$ cat src/rtl/tft_bus_sequencer.sv
// 8080-style write-only bus sequencer for a TFT panel controller.
// After reset it pulses RESX, waits for the panel to wake, and plays a small
// init ROM. It then fills rectangular windows: CASET/PASET/RAMWR followed by
// a stream of RGB565 pixels taken from a valid/ready source, two bytes each.

`timescale 1ns/1ps

module tft_bus_sequencer #(
    parameter int CLK_DIV    = 2,
    parameter int RST_CYCLES = 1000,
    parameter int RST_WAIT   = 120000,
    parameter int DELAY_UNIT = 1000
) (
    input  logic        clock,
    input  logic        reset,
    input  logic        start,
    input  logic [15:0] x0,
    input  logic [15:0] x1,
    input  logic [15:0] y0,
    input  logic [15:0] y1,
    input  logic [15:0] px_data,
    input  logic        px_valid,
    output logic        px_ready,
    output logic        busy,
    output logic        init_done,
    output logic        err,
    output logic [7:0]  lcd_data,
    output logic        lcd_csx,
    output logic        lcd_resx,
    output logic        lcd_dcx,
    output logic        lcd_wrx,
    output logic        lcd_rdx
);

    typedef enum logic [3:0] {
        ST_RST_LOW,
        ST_RST_WAIT,
        ST_INIT_FETCH,
        ST_INIT_WRITE,
        ST_INIT_DELAY,
        ST_IDLE,
        ST_CASET,
        ST_PASET,
        ST_RAMWR,
        ST_PIXEL_HI,
        ST_PIXEL_LO,
        ST_FINISH
    } state_t;

    // ROM entry kinds; bit 0 of a byte kind doubles as the DCX level.
    typedef enum logic [1:0] {
        K_CMD = 2'b00,
        K_DAT = 2'b01,
        K_DLY = 2'b10,
        K_END = 2'b11
    } kind_t;

    localparam int          PH_W    = $clog2(2 * CLK_DIV + 1);
    localparam logic [PH_W-1:0] PH_ONE  = PH_W'(1);
    localparam logic [PH_W-1:0] PH_HALF = PH_W'(CLK_DIV);
    localparam logic [PH_W-1:0] PH_LAST = PH_W'(2 * CLK_DIV);
    localparam logic [31:0] RST_LOW_LAST  = 32'(RST_CYCLES - 1);
    localparam logic [31:0] RST_WAIT_LAST = 32'(RST_WAIT - 1);
    localparam logic [31:0] DELAY_MULT    = 32'(DELAY_UNIT);
    localparam logic [3:0]  SEQ_DONE      = 4'd11;

    state_t          state;
    logic [31:0]     cnt;        // shared by reset-low, reset-wait and ROM delays
    logic [7:0]      rom_idx;
    logic [7:0]      dly_val;
    logic [PH_W-1:0] ph;         // cycles the current byte has been on the bus
    logic            on_bus;
    logic [3:0]      seq;        // byte index across CASET/PASET/RAMWR
    logic [31:0]     pix_cnt;
    logic [7:0]      lo_byte;
    logic [15:0]     win_x0, win_x1, win_y0, win_y1;
    logic [9:0]      entry;
    logic            byte_end;

    // NOTE: the init ROM is a constant case table, so it is pure logic with
    // nothing to reset; only the index that addresses it is a register.
    function automatic logic [9:0] rom_entry(input logic [7:0] idx);
        case (idx)
            8'd0:    rom_entry = {K_CMD, 8'h01};
            8'd1:    rom_entry = {K_DLY, 8'd1};
            8'd2:    rom_entry = {K_CMD, 8'h11};
            8'd3:    rom_entry = {K_DAT, 8'h55};
            default: rom_entry = {K_END, 8'h00};
        endcase
    endfunction

    // Window-setup byte stream as {dcx, data}: 2A x0 x1, 2B y0 y1, 2C.
    function automatic logic [8:0] seq_byte(input logic [3:0] s,
                                            input logic [15:0] a0, input logic [15:0] a1,
                                            input logic [15:0] b0, input logic [15:0] b1);
        case (s)
            4'd0:    seq_byte = {1'b0, 8'h2A};
            4'd1:    seq_byte = {1'b1, a0[15:8]};
            4'd2:    seq_byte = {1'b1, a0[7:0]};
            4'd3:    seq_byte = {1'b1, a1[15:8]};
            4'd4:    seq_byte = {1'b1, a1[7:0]};
            4'd5:    seq_byte = {1'b0, 8'h2B};
            4'd6:    seq_byte = {1'b1, b0[15:8]};
            4'd7:    seq_byte = {1'b1, b0[7:0]};
            4'd8:    seq_byte = {1'b1, b1[15:8]};
            4'd9:    seq_byte = {1'b1, b1[7:0]};
            default: seq_byte = {1'b0, 8'h2C};
        endcase
    endfunction

    // Put a byte on the bus: data and DCX held for the whole byte, WRX low first.
    task automatic send_byte(input logic [8:0] b);
        {lcd_dcx, lcd_data} <= b;
        lcd_wrx             <= 1'b0;
        on_bus              <= 1'b1;
        ph                  <= PH_ONE;
    endtask

    assign entry    = rom_entry(rom_idx);
    assign byte_end = on_bus && (ph == PH_LAST);
    assign lcd_rdx  = 1'b1;

    // The source may hand over a pixel only while the FSM is parked waiting for one.
    assign px_ready = (state == ST_PIXEL_HI) && !on_bus && px_valid;

    // Sequencer FSM together with the byte-timing engine and all registered outputs.
    // NOTE: every register here is assigned with <= so all reads in this block
    // see the pre-edge values, regardless of statement order.
    always_ff @(posedge clock or negedge reset) begin
        if (!reset) begin
            state     <= ST_RST_LOW;
            cnt       <= '0;
            rom_idx   <= '0;
            dly_val   <= '0;
            ph        <= '0;
            on_bus    <= 1'b0;
            seq       <= '0;
            pix_cnt   <= '0;
            lo_byte   <= '0;
            win_x0    <= '0;
            win_x1    <= '0;
            win_y0    <= '0;
            win_y1    <= '0;
            lcd_resx  <= 1'b0;
            lcd_csx   <= 1'b1;
            lcd_wrx   <= 1'b1;
            lcd_dcx   <= 1'b1;
            lcd_data  <= 8'h00;
            busy      <= 1'b1;
            init_done <= 1'b0;
            err       <= 1'b0;
        end else begin
            err <= 1'b0;

            // Byte timing: WRX low for CLK_DIV cycles, high for CLK_DIV cycles.
            // A launch issued by the state logic below overrides the release.
            if (on_bus) begin
                if (ph == PH_LAST) begin
                    on_bus <= 1'b0;
                end else begin
                    ph <= ph + PH_ONE;
                    if (ph == PH_HALF) lcd_wrx <= 1'b1;
                end
            end

            case (state)
                ST_RST_LOW: begin
                    if (cnt == RST_LOW_LAST) begin
                        cnt      <= '0;
                        lcd_resx <= 1'b1;
                        state    <= ST_RST_WAIT;
                    end else begin
                        cnt <= cnt + 32'd1;
                    end
                end

                ST_RST_WAIT: begin
                    if (cnt == RST_WAIT_LAST) begin
                        cnt     <= '0;
                        rom_idx <= '0;
                        lcd_csx <= 1'b0;   // select the panel ahead of the first init byte
                        state   <= ST_INIT_FETCH;
                    end else begin
                        cnt <= cnt + 32'd1;
                    end
                end

                ST_INIT_FETCH: begin
                    rom_idx <= rom_idx + 8'd1;
                    case (kind_t'(entry[9:8]))
                        K_CMD, K_DAT: begin
                            send_byte({entry[8], entry[7:0]});
                            state <= ST_INIT_WRITE;
                        end
                        K_DLY: begin
                            // A zero delay costs only this fetch cycle.
                            if (entry[7:0] != 8'd0) begin
                                dly_val <= entry[7:0];
                                cnt     <= '0;
                                state   <= ST_INIT_DELAY;
                            end
                        end
                        default: begin
                            init_done <= 1'b1;
                            busy      <= 1'b0;
                            lcd_csx   <= 1'b1;
                            state     <= ST_IDLE;
                        end
                    endcase
                end

                ST_INIT_WRITE: begin
                    if (byte_end) state <= ST_INIT_FETCH;
                end

                ST_INIT_DELAY: begin
                    if (cnt == 32'(dly_val) * DELAY_MULT - 32'd1) begin
                        state <= ST_INIT_FETCH;
                    end else begin
                        cnt <= cnt + 32'd1;
                    end
                end

                ST_IDLE: begin
                    if (start) begin
                        if (x0 <= x1 && y0 <= y1) begin
                            win_x0  <= x0;
                            win_x1  <= x1;
                            win_y0  <= y0;
                            win_y1  <= y1;
                            // A full 65536 x 65536 window wraps to 0, which the
                            // decrement-then-compare loop treats as 2^32 pixels.
                            pix_cnt <= (32'(x1) - 32'(x0) + 32'd1) * (32'(y1) - 32'(y0) + 32'd1);
                            seq     <= '0;
                            lcd_csx <= 1'b0;
                            busy    <= 1'b1;
                            state   <= ST_CASET;
                        end else begin
                            err <= 1'b1;
                        end
                    end
                end

                ST_CASET, ST_PASET, ST_RAMWR: begin
                    if (!on_bus || byte_end) begin
                        if (seq == SEQ_DONE) begin
                            state <= ST_PIXEL_HI;
                        end else begin
                            send_byte(seq_byte(seq, win_x0, win_x1, win_y0, win_y1));
                            seq   <= seq + 4'd1;
                            state <= (seq < 4'd5)  ? ST_CASET :
                                     (seq < 4'd10) ? ST_PASET : ST_RAMWR;
                        end
                    end
                end

                ST_PIXEL_HI: begin
                    // Idle with WRX high and CSX low for as long as the source stalls.
                    if (!on_bus) begin
                        if (px_valid) begin
                            lo_byte <= px_data[7:0];
                            send_byte({1'b1, px_data[15:8]});
                        end
                    end else if (byte_end) begin
                        send_byte({1'b1, lo_byte});
                        state <= ST_PIXEL_LO;
                    end
                end

                ST_PIXEL_LO: begin
                    if (byte_end) begin
                        pix_cnt <= pix_cnt - 32'd1;
                        if (pix_cnt == 32'd1) begin
                            lcd_csx <= 1'b1;
                            state   <= ST_FINISH;
                        end else begin
                            state <= ST_PIXEL_HI;
                        end
                    end
                end

                ST_FINISH: begin
                    busy  <= 1'b0;
                    state <= ST_IDLE;
                end

                default: state <= ST_RST_LOW;
            endcase
        end
    end

endmodule

$ cat config.mk
export PLATFORM = sky130hd
export DESIGN_NAME = tft_bus_sequencer
export DESIGN_NICKNAME = d
export VERILOG_FILES = /design/src/rtl/tft_bus_sequencer.sv
export SDC_FILE = /design/constraint.sdc
export NUM_CORES = 1
export LEC_CHECK = 0
export CAP_MARGIN = 20
export CORE_UTILIZATION = 45
export DETAILED_ROUTE_END_ITERATION = 6
export HOLD_SLACK_MARGIN = 0.06
export SYNTH_ARGS = -nofsm -noshare
export SYNTH_HDL_FRONTEND = slang
export SYNTH_SLANG_ARGS = --single-unit
$ cat constraint.sdc
create_clock -name clock -period 5.8 [get_ports clock]
set_input_delay 1.16 -clock clock [delete_from_list [all_inputs] [get_ports clock]]
set_output_delay 1.16 -clock clock [all_outputs]
set_load 0.02 [all_outputs]
* Yosys cells after proc, flatten, opt, wreduce, memory -nomap -nowiden
Index checks and enable logic that the tools add are counted.
** Storage, ports and cells
- Output and inout port bits :: 17
- Logic and storage cells :: 217
- Register bits :: 179
- Bits of input ports :: 84
** Cells by class
- Bitwise operators :: 2
- $add $sub $neg :: 10
- Multiplexer cells :: 92
- Order comparisons :: 4
- Reduce and logical (&&, ||, !) cells :: 34
- Equal/unequal tests :: 52
- $mul :: 2
** Operators by type and width (number)
- $mux 32 :: 8
- $pmux 32 s4 :: 1
- $pmux 9 s10 :: 1
- $mux 4 :: 18
- $pmux 32 s2 :: 1
- $mux 8 :: 7
- $pmux 10 s4 :: 1
- $pmux 4 s10 :: 1
- $add 17x2->18 const B :: 2
- $mux 1 :: 35
- $sub 16x16->17 :: 2
- $add 32x1->32 const B :: 1
- $eq 32x1->1 const B :: 1
- $eq 32x10->1 const B :: 1
- $eq 32x17->1 const B :: 1
- $eq 32x32->1 :: 1
- $eq 4x3->1 const B :: 8
- $le 16x16->1 :: 2
- $mul 18x18->32 :: 1
- $ne 2x2->1 const B :: 16
- $sub 32x1->32 const B :: 1
- $eq 4x4->1 const B :: 7
- $mux 3 :: 8
- $pmux 8 s3 :: 1
- other kinds (43) :: 70

* Depth between registers and ports, before layout
Gate-level depths: netlist of the first run.
- Depth in word-level cells :: 7
- Gate-level depth with buffers :: 39
- Gate-level depth less buffers :: 39

* Worst setup path before layout of the first run
No wires, ideal clock.
- Path kind :: input -> register
- From :: in x1[0]
- To :: reg pix_cnt[31]
- Slack :: -4.060 ns
- Library setup time :: 0.122 ns
- Path buffers :: 1
- Data arrival time :: 9.738 ns
- Stages :: 36
- Required time :: 5.678 ns
- Cell sequence :: inv_1 -> ha_1 -> inv_1 -> fa_1 -> a21o_1 -> a221o_2 -> o31a_1 -> xor2_1 -> o211ai_1 -> nand4bb_1 -> nor2_1 -> nand2_1 -> xnor2_1 -> clkbuf_1 -> nand2_1 -> fa_1 -> inv_1 -> fa_1 -> fa_1 -> fa_1 -> fa_1 -> inv_1 -> fa_1 -> inv_1 -> ha_1 -> a21o_1 -> a21o_1 -> a21o_1 -> a21o_1 -> a21o_1 -> nor3_1 -> o21a_1 -> nor2_1 -> xnor3_1 -> xnor3_1 -> o2bb2ai_1
** Between the ends
- Cells in the longest elaborated chain, start to end :: 6
- Elaborated cells between the ends (all ways) :: 10
- Those cells by class :: add/sub: 2; mul: 1; order compare: 1; eq/ne: 1; mux: 3; reduce/logical: 2
** RTL lines
- from (decl) :: line 18 : input logic [15:0] x1,
- $sub 16x16->17 :: line 233 : pix_cnt <= (32'(x1) - 32'(x0) + 32'd1) * (32'(y1) - 32'(y0) + 32'd1);
- $add 17x2->18 :: line 233
- $mul 18x18->32 :: line 233
- $mux 32 :: line 226 : if (x0 <= x1 && y0 <= y1) begin
- $mux 32 :: line 225 : if (start) begin
- $pmux 32 s2 :: line 166 : case (state)
- to (signal assigned) :: line 233
- to (signal assigned) :: line 272 : pix_cnt <= pix_cnt - 32'd1;
- to (decl) :: line 74 : logic [31:0] pix_cnt;
Several ways; a longest one is shown, not always the timed one. The select of a mux whose other input is x is not followed.
A chain may end at the register's enable or synchronous reset.

* Final worst setup path of the first run
Same ends and word-level chain as after synthesis.

==> results of run 1 <==
## registers in the layout (all words and copies together) (netlist names), 8 cells and up
signal and flops:
win_x0 16, win_y1 16, cnt 32, lcd_data 8
win_x1 16, rom_idx 8, pix_cnt 32, lo_byte 8
win_y0 16
## how the worst max path moves through the flow
| stage | endpoint | slack, ns |
|---|---|---|
| final | pix_cnt[31] | -3.25 |
| after global routing | pix_cnt[31] | -3.61 |
| after global placement | pix_cnt[31] | -4.20 |
| after detailed placement | pix_cnt[31] | -4.36 |
| after CTS | pix_cnt[31] | -3.12 |
| after floorplan | pix_cnt[31] | -3.31 |
## layout by cell type (no fill, tap or decap), types with 14 or more instances in the layout
cell,Yosys,final
fa_2,0,21
nor2_2,1,20
clkbuf_16,0,18
xnor2_1,78,59
nor2b_1,36,27
nor4_1,23,20
or2_2,19,18
nor2_1,206,180
nand2b_1,24,22
buf_4,1,488
a21o_1,26,26
o21a_1,15,15
and3_1,41,37
buf_12,0,23
nand2_1,321,298
dfrtp_1,170,170
a21oi_1,120,96
ha_4,0,37
inv_2,1,48
and2_1,56,49
xor2_1,43,32
mux2_2,76,76
inv_1,429,378
o22ai_1,15,14
clkdlybuf4s50_1,0,68
buf_6,0,56
fa_1,300,279
ha_1,163,125
nand2_2,0,17
nand3_1,52,50
o21ai_0,148,121
o21ai_1,2,21
dlygate4sd2_1,0,18
xnor2_2,1,15
nor3_1,51,43
o31ai_1,20,18
a21oi_2,1,19
a22oi_1,17,15
nand4_1,19,19
or3_1,18,14
## routing by layer
metal / routed length [um] / GRT usage (%)
met4: 1890 / 6.98
met2: 36400 / 47.7
met1: 32600 / 38.4
met5: 0 / 0
met3: 4250 / 3.22
## cell families (layout without fill, tap and decap cells)
group                    Yosys count  in the layout
AO/OA/AOI/OAI                    504            504
XOR/XNOR                         125            126
adder cells (fa/ha/maj)          463            463
buffers and inverters            545           1130
flip-flops                       174            174
multiplexers                      89             89
other                              1              1
AND/OR/NAND/NOR                  903            904
## timing repair
item / CTS / global route
gates cloned: 3 / 0
pin swaps: 184 / 143
buffers inserted: 53 / 41
endpoints found under the hold margin: 0 / 0
gates resized for setup: 308 / 106
setup endpoints to repair: 27 / 27
## cell usage after synthesis (10+ instances only)
library cell | count | area share [%]
a21o_1 | 26 | 0.81
a22oi_1 | 17 | 0.53
or3_1 | 18 | 0.47
xnor2_1 | 78 | 2.8
nor2b_1 | 36 | 0.93
o21bai_1 | 11 | 0.34
o21a_1 | 15 | 0.47
dfrtp_1 | 170 | 18
xor2_1 | 43 | 1.6
nand3_1 | 52 | 1.1
and2_1 | 56 | 1.4
and3_1 | 41 | 1.1
nor3_1 | 51 | 1.1
a31oi_1 | 16 | 0.41
ha_1 | 163 | 8.4
mux2_2 | 76 | 3.5
clkbuf_1 | 100 | 1.6
or2_2 | 19 | 0.49
a21oi_1 | 120 | 2.5
a211oi_1 | 15 | 0.47
nor4_1 | 23 | 0.59
fa_1 | 300 | 25
nand2_1 | 321 | 5.0
buf_2 | 10 | 0.21
nor2_1 | 206 | 3.2
o31ai_1 | 20 | 0.62
mux2i_1 | 13 | 0.54
inv_1 | 429 | 6.7
nand4_1 | 19 | 0.49
o22ai_1 | 15 | 0.39
o21ai_0 | 148 | 3.1
nand2b_1 | 24 | 0.62
## final cells by class
type / instances / area [um2]
Multi-Input combinational cell: 2087 / 19600
Tap cell: 688 / 861
Clock inverter: 15 / 165
Inverter: 431 / 1640
Sequential cell: 174 / 4360
Timing Repair Buffer: 667 / 5770
Clock buffer: 17 / 425
Fill cell: 4559 / 20000
## stage by stage
stage / instances / setup WS, ns
after floorplan: 2804 / -3.31
after global placement: 3955 / -4.20
after detailed placement: 3956 / -4.36
after CTS: 4041 / -3.12
after global routing: 4079 / -3.61
final: 4079 / -3.25
==> results_dict.tcl, run 1 <==
set metrics [dict create \
    min_period_ns 9.05 \
    fin_hold_ws_ns 0.471 \
    final_area_um2 32800 \
    vias 22300 \
    final_nets 3925 \
    utilization_pct 62.1 \
    clock_sinks 174 \
    cp_max_fo 4 \
    syn_area_um2 24200 \
    dieArea_um2 54700 \
    yosysWarnings 0 \
    r2r_start "dly_val[4]" \
    hold_end "init_done" \
    ant_nets 0 \
    worst_setup_path_start_kind "input port" \
    antenna_cells 0 \
    cpPeakStageDelay_ns 0.57 \
    drc 0 \
    synth_fa_ha_area_share_pct 33.2 \
    cts-htree-levels 4 \
    std_cell_rows 84 \
    core_area_um2 52900 \
    regToRegSetupSlack_ns 0.61 \
    cts_buffers 17 \
    crit_cells 39 \
    synth_compound_area_share_pct 13.6 \
    ios 101 \
    setup.worst_path.class "input port to register" \
    cp_slowest_cell "fa_2" \
    crit_path_frequent_cell "a21o_1" \
    gr-usage-all-layers_pct 28.2 \
    area_delta_synth_final_pct 35.6 \
    drive_gt1_share_pct 30.3 \
    setup_ws_ns -3.25 \
    worst_slew_pin_slew_ns 1.09 \
    arrival_ns 9.41 \
    slew_viol_final 0 \
    path_delay_family "adder cells" \
    yosysUniqueCellTypes 95 \
    cp.required_ns 6.16 \
    dieHeight_um 234 \
    grt_antenna_before_repair 0 \
    grt_pass1_wl_um 120000 \
    synthSimpleGateAreaFrac_pct 17.8 \
    min_path_type "register to register" \
    dp_hpwl_um 60300 \
    maxSlewHeadroom_pct 27.4 \
    clock_skew_ns 0.0157 \
    synth_top_family_by_area "adder cells" \
    outcome "complete, but fails checks" \
    grt_max_degree 175 \
    ys_ff_latch 174 \
    synth_xor_area_share_pct 4.72 \
    endpoint_kind "register" \
    syn_avg_cell_area_um2 8.63 \
    final-hold-violation-count 0 \
    synth.area.mux_share_pct 4.07 \
    synth_nets 3351 \
    firstDrtPassIters 5 \
    cp-startpoint "x1[0]" \
    die-width_um 234 \
    min_from "init_done" \
    rsz0062_at_grt "yes" \
    r2r_end "cnt[25]" \
    reg2reg_depth 16 \
    min_delay_path_depth 1 \
    clock.fmax_ghz 0.110 \
    clk_pin_slew_worst_paths_ns 0.08 \
    dr.first_iter.drc_count 1508 \
    critPathBufInv 10 \
    avgRoutedWirePerCell_um 18.4 \
    clockBufferDepth 2 \
    numPortBuffers 99 \
    grt_pass1_vias 22800 \
    start_util_pct 45.8 \
    place_area_um2 29900 \
    ys_seq_area_share_pct 18.0 \
    cts_tree "built" \
    synth_cells 2804 \
    vias_per_cell 5.47 \
    finalWirelength_um 75200 \
    synthFlopType "dfrtp_1" \
    gp_congestion 0.896 \
    finalSetupTns_ns -64.64 \
    insertion_delay_ns 0.46 \
    async_flop_share_pct 100 \
    cts_root_buf "clkbuf_16" \
    fin_crit_sh_pct 156 \
    gr-total-overflow 0 \
    setup_viol 27 \
    hold_buffers 0 \
    violations "negative setup slack" \
    synth_edf_count 0 \
    cap_violations 0 \
]
Power of run 1 is not shown: default switching activity piles up to over one toggle a cycle in this logic, so the estimate is an artifact.
==> inputs of run 2 (changes only) <==
ABC_AREA = 1   (was not set)
==> results_dict.tcl, run 2 <==
set metrics [dict create \
    outcome "complete, but fails checks" \
    violations "negative setup slack" \
    utilization_pct 61.7 \
    yosysMostFrequentCell "nand2_1" \
    dieHeight_um 238 \
    gr-usage-all-layers_pct 28.0 \
    avgRoutedWirePerCell_um 16.0 \
    syn_area_um2 25100 \
    grt_pass1_vias 24300 \
    dr.first_iter.drc_count 1564 \
    vias_per_cell 5.06 \
    grt_antenna_before_repair 3 \
    cts-htree-levels 4 \
    insertion_delay_ns 0.51 \
    ios 101 \
    use_met1_pct 36.8 \
    reg_top3 "cnt: 32 flops, pix_cnt: 32 flops" \
    synth_xor_area_share_pct 3.03 \
    fin_crit_sh_pct 141 \
    std_cell_rows 86 \
    final_area_um2 34000 \
    final_common_cell "nand2_1" \
    worst_slew_pin_slew_ns 0.845 \
    clock_skew_ns 0.0305 \
    clock.fmax_ghz 0.123 \
    most-common-layout-cells "nand2_1, inv_1, buf_4" \
    setup_ws_ns -2.36 \
    cp.required_ns 6.23 \
    numPortBuffers 99 \
    ant_nets 0 \
    min_path_type "register to register" \
    setup.worst_path.class "input port to register" \
    synth_fa_ha_area_share_pct 32.1 \
    start_util_pct 45.5 \
    clk_pin_slew_worst_paths_ns 0.11 \
    die-width_um 238 \
    cp_slowest_cell "fa_2" \
    area_delta_synth_final_pct 35.5 \
    hold_buffers 0 \
    synth_top_area_share_pct 24.0 \
    setup_viol 26 \
    synthFlopType "dfrtp_1" \
    synth_top_family_by_area "adder cells" \
    grt_use_met3_pct 3.05 \
    grt_pass1_wl_um 125000 \
    dieArea_um2 56700 \
    arrival_ns 8.59 \
    ys_ff_latch 174 \
    yosys.area.top_type "fa_1" \
    dp_hpwl_um 61000 \
    min_period_ns 8.16 \
    cts_buffers 17 \
    synthTopCellsByArea "fa_1, dfrtp_1, nand2_1, inv_1, ha_1" \
    vias 24400 \
    synth_common_cells "nand2_1, inv_1, nor2_1" \
    clock_sinks 174 \
    synth.area.mux_share_pct 0 \
    fin_hold_ws_ns 0.471 \
    cts_root_buf "clkbuf_16" \
    ys_seq_area_share_pct 17.4 \
    synth_nets 4058 \
    cpPeakStageDelay_ns 0.57 \
    drc 0 \
    gr-total-overflow 0 \
    worst_setup_path_start_kind "input port" \
    synth_cells 3511 \
    final_nets 4604 \
    regArea_um2 4360 \
    synth_compound_area_share_pct 8.70 \
    yosysUniqueCellTypes 61 \
    cap_violations 0 \
    place_area_um2 30400 \
    finalWirelength_um 77300 \
    firstDrtPassIters 6 \
    multi_input_area_um2 19900 \
    maxSlewHeadroom_pct 42.9 \
    async_flop_share_pct 100 \
    gp_congestion 0.922 \
    n_fill_cell 5073 \
    core_area_um2 55100 \
    rsz0062_at_grt "yes" \
    grt_max_degree 89 \
    grt-busiest-layer "met2" \
    cts_tree "built" \
    drive_gt1_share_pct 26.1 \
    clockBufferDepth 2 \
    final-hold-violation-count 0 \
    grt_use_met2_pct 48.6 \
    endpoint_kind "register" \
    slew_viol_final 0 \
    yosysWarnings 0 \
    syn_avg_cell_area_um2 7.14 \
    synth_edf_count 0 \
    cp_max_fo 5 \
    synthSimpleGateAreaFrac_pct 26.2 \
]
## run 2: cell count changes in the layout (fill, tap and decap cells not counted), sizes merged, moves of 53 or more
cell   previous run  this run
nand3            52       185
buf             571       516
inv             437       736
nor2            207       342
mux2             76         0
xnor2            80        27
nand2           321       913
and2             58         4
## run 2: timing repair
action | 4_1_cts | 5_1_grt
gates resized for setup | 389 | 254
pin swaps | 205 | 156
cloned | 2 | 0
setup buffers | 76 | 46
setup endpoints to repair | 27 | 27
## run 2: path summary, 6_finish.rpt
kind | start | slack [ns] | to | cells past startpoint
max | x1[0] | -2.36 | pix_cnt[30] | 43
min | busy | 0.47 | busy | 2
max reg2reg | dly_val[2] | 1.07 | cnt[24] | 22
min reg2reg | busy | 0.47 | busy | 2
max in group asynchronous | reset | 3.96 | cnt[0] | 2
min in group asynchronous | reset | 0.69 | cnt[19] | 1
## run 2: layout make-up
type,count,area share [%]
flip-flops and latches,174,12.8
repair inverters,1,0.0184
diodes,1,0.00737
multi-input cells,2509,58.5
repair buffers,611,15.7
clock buffers,18,1.26
clock inverters,14,0.501
inverters,743,8.45
well taps,748,2.75
## run 2: metrics by stage
step	instances	setup WS [ns]	setup TNS, ns
5_1_grt	4819	-2.66	-54.79
3_3_place_gp	4683	-3.34	-75.89
3_5_place_dp	4683	-3.47	-78.68
2_1_floorplan	3511	-2.39	-43.70
4_1_cts	4787	-2.26	-46.80
6_report	4819	-2.36	-47.70
## run 2: cell families (layout without fill, tap and decap cells)
| group | after synthesis | after routing |
|---|---|---|
| xor+xnor | 85 | 85 |
| simple gates | 1585 | 1585 |
| flops | 174 | 174 |
| buf+inv | 828 | 1387 |
| compound gates | 375 | 375 |
| other cells | 1 | 2 |
| fa+ha+maj | 463 | 463 |
## run 2: critical path, delay by kind of cell
kind | cells | cell delay, ns
buffers and inverters | 14 | 1.05
adders and majority gates | 9 | 4.12
AOI/OAI and AO/OA | 3 | 0.50
and+or+nand+nor | 17 | 1.75
## run 2: layer usage
metal  vias to the layer above  wire length (um)
met3                       140              3910
met5                         -                 0
met2                       606             37800
met4                         0              2140
li1                      11900                 -
met1                     11700             33400
Power of run 2 is left out for the same reason.
